===== config.mk =====
export PLATFORM = sky130hd
export DESIGN_NAME = decode_stage_pipe
export DESIGN_NICKNAME = d
export VERILOG_FILES = /design/src/rtl/decode_pkg.sv /design/src/rtl/imm_gen.sv /design/src/rtl/decode_stage_pipe.sv
export SDC_FILE = /design/constraint.sdc
export NUM_CORES = 1
export LEC_CHECK = 0
export ABC_AREA = 1
export CAP_MARGIN = 0
export CORE_MARGIN = 2
export CORE_UTILIZATION = 46
export DETAILED_ROUTE_END_ITERATION = 10
export PLACE_DENSITY = 0.82
export SLEW_MARGIN = 20
export SYNTH_ARGS = -nofsm -noshare
export SYNTH_HDL_FRONTEND = slang
export SYNTH_SLANG_ARGS = --single-unit

===== constraint.sdc =====
create_clock -name clk -period 2.45 [get_ports clk]
set_input_delay 0.735 -clock clk [delete_from_list [all_inputs] [get_ports clk]]
set_output_delay 0.735 -clock clk [all_outputs]
set_load 0.02 [all_outputs]

===== src/rtl/decode_pkg.sv =====
// Purpose : shared opcodes, memory-type encodings, immediate formats and the decode bundle.
// Latency : n/a (declarations and a pure function only).
// Backpr. : n/a.
package decode_pkg;

  localparam logic [6:0] OP_R      = 7'b0110011;
  localparam logic [6:0] OP_IMM    = 7'b0010011;
  localparam logic [6:0] OP_LOAD   = 7'b0000011;
  localparam logic [6:0] OP_STORE  = 7'b0100011;
  localparam logic [6:0] OP_LUI    = 7'b0110111;
  localparam logic [6:0] OP_AUIPC  = 7'b0010111;
  localparam logic [6:0] OP_JAL    = 7'b1101111;
  localparam logic [6:0] OP_JALR   = 7'b1100111;
  localparam logic [6:0] OP_BRANCH = 7'b1100011;

  localparam logic [6:0] F7_BASE = 7'b0000000;
  localparam logic [6:0] F7_ALT  = 7'b0100000;
  localparam logic [6:0] F7_MUL  = 7'b0000001;

  localparam logic [2:0] LD_B    = 3'b000;
  localparam logic [2:0] LD_H    = 3'b001;
  localparam logic [2:0] LD_W    = 3'b010;
  localparam logic [2:0] LD_BU   = 3'b011;
  localparam logic [2:0] LD_HU   = 3'b100;
  localparam logic [2:0] LD_NONE = 3'b111;

  localparam logic [1:0] ST_B    = 2'b00;
  localparam logic [1:0] ST_H    = 2'b01;
  localparam logic [1:0] ST_W    = 2'b10;
  localparam logic [1:0] ST_NONE = 2'b11;

  typedef enum logic [2:0] {
    IMM_NONE,
    IMM_I,
    IMM_S,
    IMM_B,
    IMM_U,
    IMM_J
  } imm_fmt_e;

  // Everything the output register carries apart from the XLEN-wide pc/imm.
  typedef struct packed {
    logic [4:0] rs1;
    logic [4:0] rs2;
    logic [4:0] rd;
    logic [2:0] func3;
    logic       alu_src;
    logic       mem_write;
    logic [2:0] ld_type;
    logic [1:0] st_type;
    logic       wb_load;
    logic       wb_reg;
    logic       invalid;
    logic       m_type;
    logic       branch;
    logic       jump;
  } dec_t;

  localparam dec_t DEC_RST = '{
    rs1: 5'd0, rs2: 5'd0, rd: 5'd0, func3: 3'd0,
    alu_src: 1'b0, mem_write: 1'b0,
    ld_type: LD_NONE, st_type: ST_NONE,
    wb_load: 1'b0, wb_reg: 1'b0, invalid: 1'b0,
    m_type: 1'b0, branch: 1'b0, jump: 1'b0
  };

  // RISC-V load func3 -> downstream load-type code (LBU/LHU are renumbered).
  function automatic logic [2:0] ld_type_of(input logic [2:0] f3);
    case (f3)
      3'b000:  ld_type_of = LD_B;
      3'b001:  ld_type_of = LD_H;
      3'b010:  ld_type_of = LD_W;
      3'b100:  ld_type_of = LD_BU;
      3'b101:  ld_type_of = LD_HU;
      default: ld_type_of = LD_NONE;
    endcase
  endfunction

endpackage


===== src/rtl/imm_gen.sv =====
// Purpose : builds the sign-extended immediate for the I/S/B/U/J formats (0 for none).
// Latency : combinational.
// Backpr. : none; pure function of its inputs.
// Ports   : instr[31:0] instruction word, fmt immediate format, imm[XLEN-1:0] result.
module imm_gen
  import decode_pkg::*;
#(
  parameter int XLEN = 32
) (
  input  logic [31:0]     instr,
  input  imm_fmt_e        fmt,
  output logic [XLEN-1:0] imm
);

  logic [31:0] imm32;
  logic        unused_opcode;

  // Opcode bits are never part of an immediate.
  assign unused_opcode = ^instr[6:0];

  always_comb begin
    imm32 = '0;
    case (fmt)
      IMM_I:   imm32 = {{20{instr[31]}}, instr[31:20]};
      IMM_S:   imm32 = {{20{instr[31]}}, instr[31:25], instr[11:7]};
      IMM_B:   imm32 = {{19{instr[31]}}, instr[31], instr[7], instr[30:25], instr[11:8], 1'b0};
      IMM_U:   imm32 = {instr[31:12], 12'b0};
      IMM_J:   imm32 = {{11{instr[31]}}, instr[31], instr[19:12], instr[20], instr[30:21], 1'b0};
      default: imm32 = '0;
    endcase
    // Every format is already sign-correct at 32 bits; widen for RV64.
    imm = XLEN'($signed(imm32));
  end

endmodule


===== src/rtl/decode_stage_pipe.sv =====
// Purpose : registered RV32I/RV64I(+M) decode stage with load-use bubble and saturating counters.
// Latency : 1 cycle; input accepted at edge N is on the outputs after edge N.
// Backpr. : in_ready = (!out_valid | out_ready) & !hz & !flush; outputs hold while stalled.
// Ports   : clk/rst (sync, active-high); fetch side flush, in_valid/in_ready, in_instr, in_pc;
//           execute side out_valid/out_ready, out_pc, out_imm, out_rs1/rs2/rd, out_func3,
//           control bundle, stall_count and invalid_count.
module decode_stage_pipe
  import decode_pkg::*;
#(
  parameter int XLEN     = 32,
  parameter bit ENABLE_M = 1'b1,
  parameter int CNT_W    = 16
) (
  input  logic             clk,
  input  logic             rst,
  input  logic             flush,
  input  logic             in_valid,
  output logic             in_ready,
  input  logic [31:0]      in_instr,
  input  logic [XLEN-1:0]  in_pc,
  output logic             out_valid,
  input  logic             out_ready,
  output logic [XLEN-1:0]  out_pc,
  output logic [XLEN-1:0]  out_imm,
  output logic [4:0]       out_rs1,
  output logic [4:0]       out_rs2,
  output logic [4:0]       out_rd,
  output logic [2:0]       out_func3,
  output logic             ex_alu_src,
  output logic             mem_write,
  output logic [2:0]       mem_load_type,
  output logic [1:0]       mem_store_type,
  output logic             wb_load,
  output logic             wb_reg_file,
  output logic             invalid_inst,
  output logic             m_type_inst,
  output logic             branch_inst,
  output logic             jump_inst,
  output logic [CNT_W-1:0] stall_count,
  output logic [CNT_W-1:0] invalid_count
);

  logic [6:0] opcode, f7;
  logic [2:0] f3;
  logic is_r, is_m, is_imm, is_load, is_store, is_lui, is_auipc, is_jal, is_jalr, is_br;
  logic known, bad, uses_rs1, uses_rs2, hz, accept;
  imm_fmt_e        fmt;
  dec_t            dec_new, dec_d, dec_q;
  logic [XLEN-1:0] imm_new, imm_d, imm_q, pc_d, pc_q;
  logic            out_valid_d, out_valid_q;
  logic [CNT_W-1:0] stall_d, stall_q, inv_d, inv_q;

  assign opcode = in_instr[6:0];
  assign f3     = in_instr[14:12];
  assign f7     = in_instr[31:25];

  // Class decode. OP with func7 0000001 is an M op whatever ENABLE_M says;
  // legality is judged separately below.
  always_comb begin
    is_r     = (opcode == OP_R) && ((f7 == F7_BASE) || (f7 == F7_ALT));
    is_m     = (opcode == OP_R) && (f7 == F7_MUL);
    is_imm   = (opcode == OP_IMM);
    is_load  = (opcode == OP_LOAD);
    is_store = (opcode == OP_STORE);
    is_lui   = (opcode == OP_LUI);
    is_auipc = (opcode == OP_AUIPC);
    is_jal   = (opcode == OP_JAL);
    is_jalr  = (opcode == OP_JALR);
    is_br    = (opcode == OP_BRANCH);
    // An OP opcode with an unlisted func7 falls out of every class here.
    known    = is_r | is_m | is_imm | is_load | is_store | is_lui | is_auipc
             | is_jal | is_jalr | is_br;
    bad      = !known
             | (is_load  & ((f3 == 3'b011) | (f3[2:1] == 2'b11)))
             | (is_store & (f3 >= 3'b011))
             | (is_br    & (f3[2:1] == 2'b01))
             | (is_jalr  & (f3 != 3'b000))
             | (is_m     & !ENABLE_M);
    uses_rs1 = is_r | is_m | is_imm | is_load | is_store | is_jalr | is_br;
    uses_rs2 = is_r | is_m | is_store | is_br;

    fmt = IMM_NONE;
    if (is_imm | is_load | is_jalr) fmt = IMM_I;
    else if (is_store)              fmt = IMM_S;
    else if (is_br)                 fmt = IMM_B;
    else if (is_lui | is_auipc)     fmt = IMM_U;
    else if (is_jal)                fmt = IMM_J;

    dec_new           = DEC_RST;
    dec_new.rs1       = in_instr[19:15];
    dec_new.rs2       = in_instr[24:20];
    dec_new.rd        = in_instr[11:7];
    dec_new.func3     = f3;
    dec_new.alu_src   = is_imm | is_load | is_store | is_lui | is_auipc | is_jalr;
    dec_new.jump      = is_jal | is_jalr;
    dec_new.branch    = is_br;
    dec_new.m_type    = is_m & ENABLE_M;
    dec_new.invalid   = bad;
    // Side-effecting controls are suppressed for anything illegal.
    dec_new.wb_reg    = !bad & (is_r | is_m | is_imm | is_load | is_lui | is_auipc | is_jal | is_jalr);
    dec_new.wb_load   = !bad & is_load;
    dec_new.mem_write = !bad & is_store;
    dec_new.ld_type   = (!bad & is_load)  ? ld_type_of(f3) : LD_NONE;
    dec_new.st_type   = (!bad & is_store) ? f3[1:0]        : ST_NONE;
  end

  imm_gen #(.XLEN(XLEN)) u_imm_gen (
    .instr (in_instr),
    .fmt   (fmt),
    .imm   (imm_new)
  );

  // Load-use: the held load's destination is read by the incoming instruction.
  assign hz = out_valid_q & dec_q.wb_load & (dec_q.rd != 5'd0) & in_valid
            & ((uses_rs1 & (in_instr[19:15] == dec_q.rd))
             | (uses_rs2 & (in_instr[24:20] == dec_q.rd)));

  assign in_ready = (!out_valid_q | out_ready) & !hz & !flush;
  assign accept   = in_valid & in_ready;

  always_comb begin
    out_valid_d = out_valid_q;
    dec_d       = dec_q;
    imm_d       = imm_q;
    pc_d        = pc_q;
    stall_d     = stall_q;
    inv_d       = inv_q;

    if (flush) begin
      out_valid_d = 1'b0;
    end else if (accept) begin
      out_valid_d = 1'b1;
      dec_d       = dec_new;
      imm_d       = imm_new;
      pc_d        = in_pc;
    end else if (out_ready) begin
      // Either the load-use bubble or a plain drain with nothing arriving.
      out_valid_d = 1'b0;
    end

    if (!flush && hz && out_ready && (stall_q != '1))
      stall_d = stall_q + CNT_W'(1);
    if (accept && dec_new.invalid && (inv_q != '1))
      inv_d = inv_q + CNT_W'(1);
  end

  always_ff @(posedge clk) begin
    if (rst) begin
      out_valid_q <= 1'b0;
      dec_q       <= DEC_RST;
      imm_q       <= '0;
      pc_q        <= '0;
      stall_q     <= '0;
      inv_q       <= '0;
    end else begin
      out_valid_q <= out_valid_d;
      dec_q       <= dec_d;
      imm_q       <= imm_d;
      pc_q        <= pc_d;
      stall_q     <= stall_d;
      inv_q       <= inv_d;
    end
  end

  assign out_valid      = out_valid_q;
  assign out_pc         = pc_q;
  assign out_imm        = imm_q;
  assign out_rs1        = dec_q.rs1;
  assign out_rs2        = dec_q.rs2;
  assign out_rd         = dec_q.rd;
  assign out_func3      = dec_q.func3;
  assign ex_alu_src     = dec_q.alu_src;
  assign mem_write      = dec_q.mem_write;
  assign mem_load_type  = dec_q.ld_type;
  assign mem_store_type = dec_q.st_type;
  assign wb_load        = dec_q.wb_load;
  assign wb_reg_file    = dec_q.wb_reg;
  assign invalid_inst   = dec_q.invalid;
  assign m_type_inst    = dec_q.m_type;
  assign branch_inst    = dec_q.branch;
  assign jump_inst      = dec_q.jump;
  assign stall_count    = stall_q;
  assign invalid_count  = inv_q;

endmodule


==> impl_metrics.xml <==
<?xml version="1.0" encoding="UTF-8"?>
<metrics>
  <group name="status">
    <metric name="status" unit="">finished, violations left</metric>
    <metric name="violations" unit="">negative setup slack</metric>
  </group>
  <group name="timing">
    <metric name="setup_repair_after_global_routing_missed_its_margin" unit="">yes</metric>
    <metric name="period_minus_slack" unit="ps">2510</metric>
    <metric name="setup_total_negative_slack" unit="ps">-189</metric>
    <metric name="finalCritPeriodShare" unit="%">103</metric>
    <metric name="timing.final.ws_setup" unit="ps">-64.6</metric>
    <metric name="worst_slew_pin_slew" unit="ps">570</metric>
    <metric name="fmaxAchievable" unit="MHz">398</metric>
    <metric name="final.setup_skew" unit="ps">7.42</metric>
    <metric name="maxSlewViolCount" unit="">0</metric>
    <metric name="max_slew_margin" unit="%">61.7</metric>
    <metric name="final_hold_viol_count" unit="">0</metric>
    <metric name="finalSetupViolations" unit="">6</metric>
  </group>
  <group name="clock_network">
    <metric name="clock-sinks" unit="">128</metric>
    <metric name="ctsHtreeMaxLevel" unit="">4</metric>
    <metric name="clk-insertion-delay-late" unit="ps">420</metric>
    <metric name="cts-hold-fix-buffers" unit="">0</metric>
    <metric name="cts_max_path_buffers" unit="">2</metric>
    <metric name="path_clk_slew" unit="ps">60</metric>
    <metric name="tritoncts" unit="">built</metric>
    <metric name="ctsRootBufferMaster" unit="">sky130_fd_sc_hd__clkbuf_16</metric>
    <metric name="total_clock_buffers_created_by_cts" unit="">17</metric>
  </group>
  <group name="global_routing">
    <metric name="grt_pass1_wl" unit="µm">31400</metric>
    <metric name="first_global_vias" unit="">6517</metric>
    <metric name="antenna_violations_before_repair" unit="">0</metric>
    <metric name="maximum_number_of_pins_on_one_net_before_global_route_repair" unit="">94</metric>
    <metric name="grt_use_total" unit="%">28.0</metric>
    <metric name="grt_remaining_overflow" unit="">0</metric>
  </group>
  <group name="route">
    <metric name="drt_iter0_markers" unit="">538</metric>
    <metric name="drt-wirelength-per-cell" unit="µm">15.0</metric>
    <metric name="post-route-drc-count" unit="">0</metric>
    <metric name="via_per_inst" unit="">5.20</metric>
    <metric name="detailed_route_wl" unit="µm">19800</metric>
    <metric name="routed_vias" unit="">6847</metric>
    <metric name="route.antenna.remaining_nets" unit="">0</metric>
    <metric name="drtPass1Iterations" unit="">5</metric>
  </group>
  <group name="cells_and_area">
    <metric name="syn_to_final_growth" unit="%">58.6</metric>
    <metric name="nets" unit="">1202</metric>
    <metric name="antenna_cells_inserted" unit="">0</metric>
    <metric name="number_of_filler_cells_placed_in_the_layout" unit="">981</metric>
    <metric name="utilization" unit="%">74.5</metric>
    <metric name="final_layout_size_suffix_gt1_share" unit="%">18.3</metric>
    <metric name="layout.cell_area.non_filler" unit="mm²">0.00941</metric>
  </group>
  <group name="floorplanning">
    <metric name="io_pins" unit="">198</metric>
    <metric name="die_width" unit="µm">118</metric>
    <metric name="design.core.area" unit="mm²">0.0126</metric>
    <metric name="start_util" unit="%">47.0</metric>
    <metric name="die_y" unit="µm">118</metric>
    <metric name="floorplan.die_area" unit="mm²">0.0138</metric>
    <metric name="num_rows" unit="">41</metric>
  </group>
  <group name="critical_path">
    <metric name="critical_path_peak_fanout" unit="">2</metric>
    <metric name="cp-start-kind" unit="">input port</metric>
    <metric name="worstSetupPathType" unit="">input port to primary output</metric>
    <metric name="worst_setup_path_end_kind" unit="">primary output</metric>
    <metric name="worstPathArrival" unit="ps">1780</metric>
    <metric name="worst_ep_required_time" unit="ps">1710</metric>
  </group>
  <group name="synth">
    <metric name="synth.yosys.seq_area_share" unit="%">43.2</metric>
    <metric name="syn-mean-instance-area" unit="µm²">6.99</metric>
    <metric name="syn-cell-area" unit="mm²">0.00593</metric>
    <metric name="ys_types" unit="">31</metric>
    <metric name="synth-edff-count" unit="">0</metric>
    <metric name="synthesis.nets" unit="">919</metric>
    <metric name="proportion_of_register_bits_with_asynchronous_set_or_reset_after_synthesis" unit="%">0</metric>
    <metric name="synth_cells" unit="">848</metric>
    <metric name="ff_latch_count_synth" unit="">128</metric>
    <metric name="synth_ff_type" unit="">sky130_fd_sc_hd__dfxtp_1</metric>
    <metric name="synth.yosys.warnings" unit="">0</metric>
  </group>
  <group name="worst_hold_path">
    <metric name="hold_class" unit="">flip-flop to flip-flop</metric>
  </group>
  <group name="placed_design">
    <metric name="placed_cell_area" unit="mm²">0.00860</metric>
    <metric name="finalWeightedCongestion" unit="">0.890</metric>
    <metric name="buffer_ports.inserted" unit="">197</metric>
    <metric name="post_place_setup_slack" unit="ps">-983</metric>
    <metric name="place_hpwl" unit="µm">13600</metric>
  </group>
  <group name="job">
    <metric name="max_cap_viol_count" unit="">0</metric>
  </group>
  <group name="power_and_ir_drop">
    <metric name="vdd_drop_max" unit="mV">0.452</metric>
    <metric name="post-layout-total-power" unit="µW">5430</metric>
    <metric name="leakage" unit="µW">0.00381</metric>
    <metric name="power_density" unit="mW/mm²">577</metric>
  </group>
</metrics>
==> cells in the final DEF, fill, tap and decap left out, types with 9 or more instances in the layout <==
master and count:
sky130_fd_sc_hd__xnor2_1 9, sky130_fd_sc_hd__nor2_1 43, sky130_fd_sc_hd__nand3_1 54, sky130_fd_sc_hd__buf_4 101
sky130_fd_sc_hd__buf_2 9, sky130_fd_sc_hd__xor2_1 12, sky130_fd_sc_hd__dfxtp_1 127, sky130_fd_sc_hd__o21ai_1 12
sky130_fd_sc_hd__nand2_1 248, sky130_fd_sc_hd__o21ai_0 36, sky130_fd_sc_hd__a21oi_1 118, sky130_fd_sc_hd__clkdlybuf4s50_1 170
sky130_fd_sc_hd__nand2_2 11, sky130_fd_sc_hd__nand4_1 16, sky130_fd_sc_hd__nor3_1 14, sky130_fd_sc_hd__clkbuf_16 17
sky130_fd_sc_hd__inv_2 13, sky130_fd_sc_hd__nor2_4 10, sky130_fd_sc_hd__inv_1 53
==> timing repair <==
action / 4_1_cts / 5_1_grt
buffers inserted: 16 / 3
gates resized for setup: 114 / 28
setup endpoints to repair: 80 / 6
pin swaps: 27 / 24
==> final timing paths <==
| kind | from | to | slack, ps | depth (start not counted) |
|---|---|---|---|---|
| worst max-delay path | in_instr[17] | in_ready | -60 | 10 |
| worst min-delay path | out_pc[18] | out_pc[18] | 460 | 2 |
| worst max register to register | out_rd[1] | stall_count[8] | 60 | 14 |
| worst min register to register | out_pc[18] | out_pc[18] | 460 | 2 |
==> stage by stage <==
stage	hold slack (ps)	std cells
CTS	465	1313
floorplan	541	848
finish	463	1316
global route	482	1316
global placement	452	1265
detailed placement	455	1265
==> critical path: stages <==
cell	delay, ps
sky130_fd_sc_hd__clkdlybuf4s15_1	210
sky130_fd_sc_hd__xnor2_1	170
sky130_fd_sc_hd__nand2_1	90
sky130_fd_sc_hd__nor2_1	110
sky130_fd_sc_hd__nand2_1	100
sky130_fd_sc_hd__nand2_4	100
sky130_fd_sc_hd__nand2_4	50
sky130_fd_sc_hd__nand2_2	50
sky130_fd_sc_hd__inv_2	40
sky130_fd_sc_hd__buf_6	120
==> power by group <==
part | internal (µW) | switching, µW
registers | 2140 | 36.1
clock network | 1550 | 963
logic | 353 | 382
==> cells in the mapped netlist, types with 2 or more instances <==
master,n,area (µm²)
sky130_fd_sc_hd__nor2_4,3,33.8
sky130_fd_sc_hd__clkbuf_1,16,60.1
sky130_fd_sc_hd__xnor2_1,9,78.8
sky130_fd_sc_hd__o22ai_1,3,18.8
sky130_fd_sc_hd__inv_2,8,30.0
sky130_fd_sc_hd__nand2_1,257,965
sky130_fd_sc_hd__nor2_2,5,31.3
sky130_fd_sc_hd__nand3_1,55,275
sky130_fd_sc_hd__buf_2,10,50.1
sky130_fd_sc_hd__o21ai_0,42,210
sky130_fd_sc_hd__ha_1,2,25.0
sky130_fd_sc_hd__buf_6,5,56.3
sky130_fd_sc_hd__nor2_1,50,188
sky130_fd_sc_hd__nand3b_1,3,22.5
sky130_fd_sc_hd__inv_1,59,221
sky130_fd_sc_hd__nand2_4,2,22.5
sky130_fd_sc_hd__nor4_1,4,25.0
sky130_fd_sc_hd__buf_4,8,60.1
sky130_fd_sc_hd__o211ai_1,2,15.0
sky130_fd_sc_hd__xor2_1,12,105
sky130_fd_sc_hd__nor3_1,15,75.1
sky130_fd_sc_hd__a21oi_1,118,591
sky130_fd_sc_hd__o21ai_1,6,30.0
sky130_fd_sc_hd__nand4_1,16,100
sky130_fd_sc_hd__dfxtp_1,128,2560
sky130_fd_sc_hd__nand2_2,5,31.3
==> sequential cells by signal, summed over array words and instances, names as in the netlist, 2 cells and up <==
name            cells
out_rs2             5
stall_count        16
mem_load_type       3
out_pc             32
out_func3           3
out_rs1             5
invalid_count      16
mem_store_type      2
out_imm            32
out_rd              5
==> final cells by class <==
cell class | instances | area [µm²] | area share (%)
Inverter | 67 | 256 | 2.73
Clock buffer | 19 | 453 | 4.82
Sequential cell | 128 | 2560 | 27.3
Clock inverter | 13 | 136 | 1.45
Timing Repair Buffer | 303 | 2780 | 29.5
Multi-Input combinational cell | 614 | 3010 | 32.0
Tap cell | 172 | 215 | 2.29
==> metal layers <==
layer | share of wire [%] | GRT usage (%) | routed length, µm | vias to the layer above
met1 | 40 | 32.4 | 7890 | 3178
met5 | 0 | 0 | 0 | -
met4 | 3.5 | 11.0 | 688 | 0
met2 | 48 | 47.4 | 9540 | 274
li1 | - | - | - | 3337
met3 | 8.5 | 9.69 | 1670 | 58
==> cell families after synthesis <==
family	after synthesis	synth area share (%)
AOI/OAI and AO/OA	175	15.1
adders and majority gates	2	0.422
DFF	128	43.2
buffers and inverters	106	8.06
and+or+nand+nor	416	30.1
xor gates and xnor gates	21	3.10
(Power assumes the default switching activity.)
